==> src/rtl/blockram_port_master.sv <==
// Request/response master for one port of a 1-cycle-latency, no-change-mode block RAM.
// Optional multi-beat bursts with address wrap are enabled by defining BLOCKRAM_MASTER_BURST_EN.
module blockram_port_master #(
    parameter int ADDR_WIDTH  = 13,
    parameter int DATA_WIDTH  = 32,
    parameter int WRITE_WIDTH = 8
) (
    input  logic                                clk,
    input  logic                                rst_n,
    input  logic                                req_valid,
    output logic                                req_ready,
    input  logic                                req_write,
    input  logic [ADDR_WIDTH-1:0]               req_addr,
    input  logic [DATA_WIDTH-1:0]               req_wdata,
    input  logic [DATA_WIDTH/WRITE_WIDTH-1:0]   req_be,
`ifdef BLOCKRAM_MASTER_BURST_EN
    input  logic [7:0]                          req_len,
`endif
    output logic                                rsp_valid,
    input  logic                                rsp_ready,
    output logic [DATA_WIDTH-1:0]               rsp_rdata,
    output logic                                rsp_last,
    output logic                                ram_ena,
    output logic [DATA_WIDTH/WRITE_WIDTH-1:0]   ram_we,
    output logic [ADDR_WIDTH-1:0]               ram_addr,
    output logic [DATA_WIDTH-1:0]               ram_din,
    input  logic [DATA_WIDTH-1:0]               ram_dout
);

    localparam int NB = DATA_WIDTH / WRITE_WIDTH;

`ifdef BLOCKRAM_MASTER_BURST_EN
    typedef enum logic {S_IDLE, S_BURST} state_t;
`else
    typedef enum logic {S_IDLE} state_t;
`endif

    state_t state, state_next;
    logic   accept;
    logic   read_issue;

`ifdef BLOCKRAM_MASTER_BURST_EN
    logic                  beat_issue;
    logic                  issue_last;
    logic                  last_q;
    logic [ADDR_WIDTH-1:0] burst_addr;
    logic [7:0]            burst_left;
    logic                  burst_write;
    logic [DATA_WIDTH-1:0] burst_wdata;
    logic [NB-1:0]         burst_be;
`endif

    // The RAM holds its output on non-read cycles, so read data needs no local register.
    assign rsp_rdata = ram_dout;

    // NOTE: every output of this block is assigned a default first, so no path leaves a latch.
    always_comb begin
        state_next = state;
        req_ready  = 1'b0;
        accept     = 1'b0;
        read_issue = 1'b0;
        ram_ena    = 1'b0;
        ram_we     = '0;
        ram_addr   = req_addr;
        ram_din    = req_wdata;
`ifdef BLOCKRAM_MASTER_BURST_EN
        beat_issue = 1'b0;
        issue_last = 1'b1;
`endif
        case (state)
            S_IDLE: begin
                // A read may only issue when its response slot is free or draining this cycle.
                req_ready = rst_n && (req_write || !rsp_valid || rsp_ready);
                accept    = req_valid && req_ready;
                if (accept) begin
                    ram_ena    = !req_write || (|req_be);
                    ram_we     = req_write ? req_be : '0;
                    read_issue = !req_write;
`ifdef BLOCKRAM_MASTER_BURST_EN
                    issue_last = (req_len == 8'd0);
                    if (req_len != 8'd0)
                        state_next = S_BURST;
`endif
                end
            end
`ifdef BLOCKRAM_MASTER_BURST_EN
            S_BURST: begin
                ram_addr = burst_addr;
                ram_din  = burst_wdata;
                if (burst_write || !rsp_valid || rsp_ready) begin
                    beat_issue = 1'b1;
                    ram_ena    = !burst_write || (|burst_be);
                    ram_we     = burst_write ? burst_be : '0;
                    read_issue = !burst_write;
                    issue_last = (burst_left == 8'd1);
                    if (burst_left == 8'd1)
                        state_next = S_IDLE;
                end
            end
`endif
            default: state_next = S_IDLE;
        endcase
    end

    // NOTE: sequential state uses non-blocking assignments with the asynchronous reset branch first.
    always_ff @(posedge clk or negedge rst_n) begin
        if (!rst_n) begin
            state     <= S_IDLE;
            rsp_valid <= 1'b0;
        end else begin
            state <= state_next;
            if (read_issue)
                rsp_valid <= 1'b1;
            else if (rsp_ready)
                rsp_valid <= 1'b0;
        end
    end

`ifdef BLOCKRAM_MASTER_BURST_EN
    always_ff @(posedge clk or negedge rst_n) begin
        if (!rst_n) begin
            last_q      <= 1'b0;
            burst_addr  <= '0;
            burst_left  <= '0;
            burst_write <= 1'b0;
        end else begin
            if (read_issue)
                last_q <= issue_last;
            if (accept && req_len != 8'd0) begin
                burst_addr  <= req_addr + 1'b1;
                burst_left  <= req_len;
                burst_write <= req_write;
            end else if (beat_issue) begin
                burst_addr <= burst_addr + 1'b1;
                burst_left <= burst_left - 1'b1;
            end
        end
    end

    // NOTE: payload registers are only read while in BURST, so they carry no reset.
    always_ff @(posedge clk) begin
        if (accept && req_len != 8'd0) begin
            burst_wdata <= req_wdata;
            burst_be    <= req_be;
        end
    end

    assign rsp_last = rsp_valid && last_q;
`else
    assign rsp_last = rsp_valid;
`endif

endmodule
==> config.mk <==
export PLATFORM = sky130hd
export DESIGN_NAME = blockram_port_master
export DESIGN_NICKNAME = d
export VERILOG_FILES = /design/src/rtl/blockram_port_master.sv
export SDC_FILE = /design/constraint.sdc
export NUM_CORES = 1
export LEC_CHECK = 0
export CAP_MARGIN = 15
export CORE_AREA = 2 2 67 69
export CTS_BUF_LIST = sky130_fd_sc_hd__clkbuf_4 sky130_fd_sc_hd__clkbuf_8
export DETAILED_ROUTE_END_ITERATION = 12
export DIE_AREA = 0 0 69 71
export GPL_ROUTABILITY_DRIVEN = 1
export PLACE_DENSITY_LB_ADDON = 0.12
export SYNTH_ARGS = -nofsm -noshare
export SYNTH_HDL_FRONTEND = slang
export SYNTH_SLANG_ARGS = --single-unit
export TNS_END_PERCENT = 5
==> constraint.sdc <==
create_clock -name clk -period 1.5 [get_ports clk]
set_input_delay 0.375 -clock clk [delete_from_list [all_inputs] [get_ports clk]]
set_output_delay 0.375 -clock clk [all_outputs]
set_load 0.1 [all_outputs]
* Yosys cells after proc, flatten, opt, wreduce, memory -nomap -nowiden
Index checks and enable logic that the tools add are counted.
** Cells by class
- $mul :: 0
- Reduce and logical (&&, ||, !) cells :: 9
- Mux-type cells :: 6
- Bitwise logic cells :: 0
- Divide/modulo/power cells :: 0
- $add $sub $neg :: 0
- Shifts and indexed selects :: 0
- Order comparisons :: 0
- Equal/unequal tests :: 0
** Operators with widths (count)
- 4-bit two-way mux :: 2
- 1-bit two-way mux :: 4
- 4-bit OR reduction :: 1
- 1-bit logical OR :: 3
- 1-bit logical AND :: 2
- 1-bit logical NOT :: 2
- 2-bit nonzero test :: 1
** Word-level totals
- Bits in read-only memories :: 0
- Input port bits :: 86
- Memories kept :: 0
- Memory bits (writable) :: 0
- Bits in latches :: 0
- Register bits after elaboration :: 1

* Longest topological paths before layout
Gate-level depths: netlist of run 1.
- Word-level depth :: 7
- Depth in mapped cells :: 2
- Mapped depth without buffers :: 2

* Least setup slack after synthesis of run 1
Ideal clock, no wire load.
- Path type :: register to output
- Start point :: register rsp_valid, in the netlist rsp_last
- End point :: output ram_ena
- Stages on the path, launching flop included :: 3
- Data arrival time :: 3.271 ns
- Required time :: 1.125 ns
- Path slack :: -2.146 ns
- Path buffers :: 0
- Path through :: dfrtp_1 nor3b_1 a211oi_1
** On the way
- Cells in the longest elaborated chain, start to end :: 6
** Ends and longest elaborated chain
- start: declaration :: line 19 : output logic rsp_valid,
- start signal: assignment :: line 109 : rsp_valid <= 1'b0;
- start signal: assignment :: line 113 : rsp_valid <= 1'b1;
- start signal: assignment :: line 115 : rsp_valid <= 1'b0;
- 1-bit logical NOT :: line 73 : req_ready = rst_n && (req_write || !rsp_valid || rsp_ready);
- 1-bit logical OR (2 in series) :: line 73
- 1-bit logical AND :: line 73
- 1-bit logical AND :: line 74 : accept = req_valid && req_ready;
- 1-bit two-way mux :: line 75 : if (accept) begin
- end: declaration :: line 23 : output logic ram_ena,
Every way passes these cells.

* Worst setup path in the final report of run 1
- Start point :: input req_write
- End point :: output ram_ena
** On the way
- Cells in the longest elaborated chain, start to end :: 5
- Elaborated cells on any way between the ends :: 7
** Ends and longest elaborated chain
- start: declaration :: line 12 : input logic req_write,
- 1-bit logical OR (2 in series) :: line 73
- 1-bit logical AND :: line 73
- 1-bit logical AND :: line 74
- 1-bit two-way mux (*) :: line 75
Every way passes the cells marked *; elsewhere a longest branch is shown, timed or not.

==> qor.csv, run 1 <==
stage;metric;value;unit
run_status;status;completed;
clock_tree;clock-pin slew on the worst setup and hold paths;0;ns
yosys;number of synthesized flops with an enable pin;0;
global_route;vias in the first global route;263;
power;leakage;0.187;nW
worst_setup_path;CP startpoint kind;primary input;
placed_design;input/output buffers;16;
floorplan;die outline height;71;um
finish;diode count;0;
finish;Largest register FFs;1;
yosys;top post-synthesis cells by area;buf_4 (86%), and2_1 (3.7%), dfrtp_1 (3.7%);
power;total power;0.218;mW
clock_tree;Clock Latency Late Sink;0;ns
yosys;area leader, netlist;buf_4;
sta;Slew HR;84.4;%
detailed_routing;Routed Antenna Nets;0;
sta;Hold Fails Final Rpt;0;
detailed_routing;drt pass-1 iters;1;
floorplan;die width;69;um
placed_design;Cells after DPL;86;
sta;worst slew pin tran;0.233;ns
detailed_routing;Via Count;279;
finish;post-route insts no fill;86;
floorplan;Initial Utilization;16.2;%
sta;Slew Limit Fails;0;
yosys;ys flop type;dfrtp_1;
detailed_routing;Iter 0 DRT Violations;0;
detailed_routing;Routed WL;1280;um
finish;nets@finish;122;
floorplan;die area;0.00490;sq mm
placed_design;DP HPWL;1150;um
global_route;largest net degree at the start of global routing;5;
global_route;GRT Util Overall;4.40;%
worst_setup_path;critical path, cell by cell;buf_2, buf_4, a211oi_4, buf_12;
yosys;post-synth cell types;11;
sta;final setup vio count;0;
finish;Util after Layout;11.5;%
yosys;Post-synth top cells;buf_4 (78), and2_1 (4);
worst_setup_path;type of the worst setup path;in2out;
yosys;post-synthesis async set-or-reset flop share;100;%
global_route;initial antenna violation count;0;
finish;fraction of layout cells with a size suffix above 1;94.1;%
yosys;syn_nets;177;
yosys;#FFs+latches synth;1;
yosys;cell area after synthesis;683;sq um
worst_setup_path;CP Capture Type;output port;
finish;filler cell count;489;
finish;Area growth, synth to finish;-28.9;%
detailed_routing;Residual DRC;0;
sta;Max Fclk;667;MHz
worst_setup_path;crit path DAT;1.12;ns
sta;Fin Setup TNS;0;ns
sta;RSZ-0062 raised after global routing;yes;
sta;final worst path period share;100;%
yosys;Synth Area per Inst;7.51;sq um
floorplan;num rows;24;
global_route;global-route wire length before repair;1730;um
floorplan;IO Count;171;
worst_setup_path;Critical Path Max Stage Delay;0.27;ns
worst_hold_path;HP Class;in2async;
job;max_cap viols;0;
yosys;top-area cell type share of the netlist area;85.7;%
detailed_routing;drt via density;3.24;
power;Max IR drop VDD;0.0651;mV
detailed_routing;DR WL/cell;14.9;um
yosys;synth warn;0;
power;power per standard cell area;450;mW/mm^2
global_route;Remaining Overflow, GRT;0;
floorplan;core footprint;0.00420;sq mm
placed_design;routability cong.;0.630;
worst_setup_path;Crit Path Max Fanout;3;
yosys;register area share after synthesis;3.66;%
sta;post-layout min period;1.50;ns
worst_setup_path;slowest cell on the critical path;a211oi_4;
yosys;synthesized instance count;91;
sta;clk_skew;0;ns
yosys;most common cell in the netlist;buf_4;
worst_setup_path;Req. time, crit path;1.12;ns
kinds of logic after synthesis:
kind of cell | synth area share [%]
AND/OR/NAND/NOR | 8.06
AO/OA/AOI/OAI | 2.02
flip-flops | 3.66
buffers and inverters | 86.3
what timing repair did:
action	4_1_cts	5_1_grt
cloned	0	0
resized for setup	40	2
hold buffers	0	0
endpoints found under the setup margin	6	6
pin swaps	3	0
buffers inserted	0	0
stage by stage:
step                      hold WS (ns)  instance area (sq um)  setup slack (ns)
after floorplan                 0.0794                    713            -0.569
after global placement           0.734                    470            -0.447
after detailed placement         0.723                    470            -0.427
after CTS                        0.307                    487           -0.0129
after global routing             0.322                    485           -0.0240
final                            0.301                    485          0.000727
layer usage:
layer / wire length [um] / track usage, % / share of wire (%) / vias up
li1: - / - / - / 89
met1: 339 / 3.77 / 26 / 116
met2: 541 / 6.30 / 42 / 52
met3: 293 / 3.42 / 23 / 22
met4: 106 / 4.58 / 8.3 / 0
met5: 0 / 0 / 0 / -
path summary, 6_finish.rpt:
path	depth (start not counted)	endpoint	slack (ns)	from
min in group clk	2	rsp_last$_DFFE_PN0P_	0.73	rsp_ready
max	4	ram_ena	0.0007	req_write
max in group asynchronous	2	rsp_last$_DFFE_PN0P_	1.11	rst_n
max reg2reg	3	rsp_last$_DFFE_PN0P_	0.65	rsp_last$_DFFE_PN0P_
min reg2reg	3	rsp_last$_DFFE_PN0P_	0.75	rsp_last$_DFFE_PN0P_
min	2	rsp_last$_DFFE_PN0P_	0.30	rst_n
power by group:
| part | internal, mW | leakage [nW] | switching (mW) |
|---|---|---|---|
| Clock | 0 | 0 | 0 |
| Combinational | 0.0746 | 0.175 | 0.112 |
| Sequential | 0.0310 | 0.0115 | 0.00134 |
cell type report:
| class | count | area [sq um] | share of cell area (%) |
|---|---|---|---|
| Tap cell | 52 | 65.1 | 13.4 |
| Timing Repair Buffer | 21 | 260 | 53.6 |
| Sequential cell | 1 | 28.8 | 5.93 |
| Multi-Input combinational cell | 11 | 128 | 26.3 |
| Inverter | 1 | 3.75 | 0.773 |
cell usage in the layout, fill, tap and decap left out, drive strengths merged:
master and n:
dfrtp 1, buf 19, clkdlybuf4s15 1, and2 4, clkbuf 1, and3 1
o22ai 1, nor2b 1, inv 1, nand2 1, a211oi 1, nor3b 1
nor4 1
worst max-delay path: cells and delay by family:
family	cells	cell delay, ns
buf+inv	3	0.49
compound gates	1	0.27
No activity file was read; power rests on OpenSTA's default activity.
==> run 2, diff against run 1 <==
- SLEW_MARGIN: not set -> 15
==> results of run 2 <==
Final layout, timing and power as in run 1 (identical DEF).
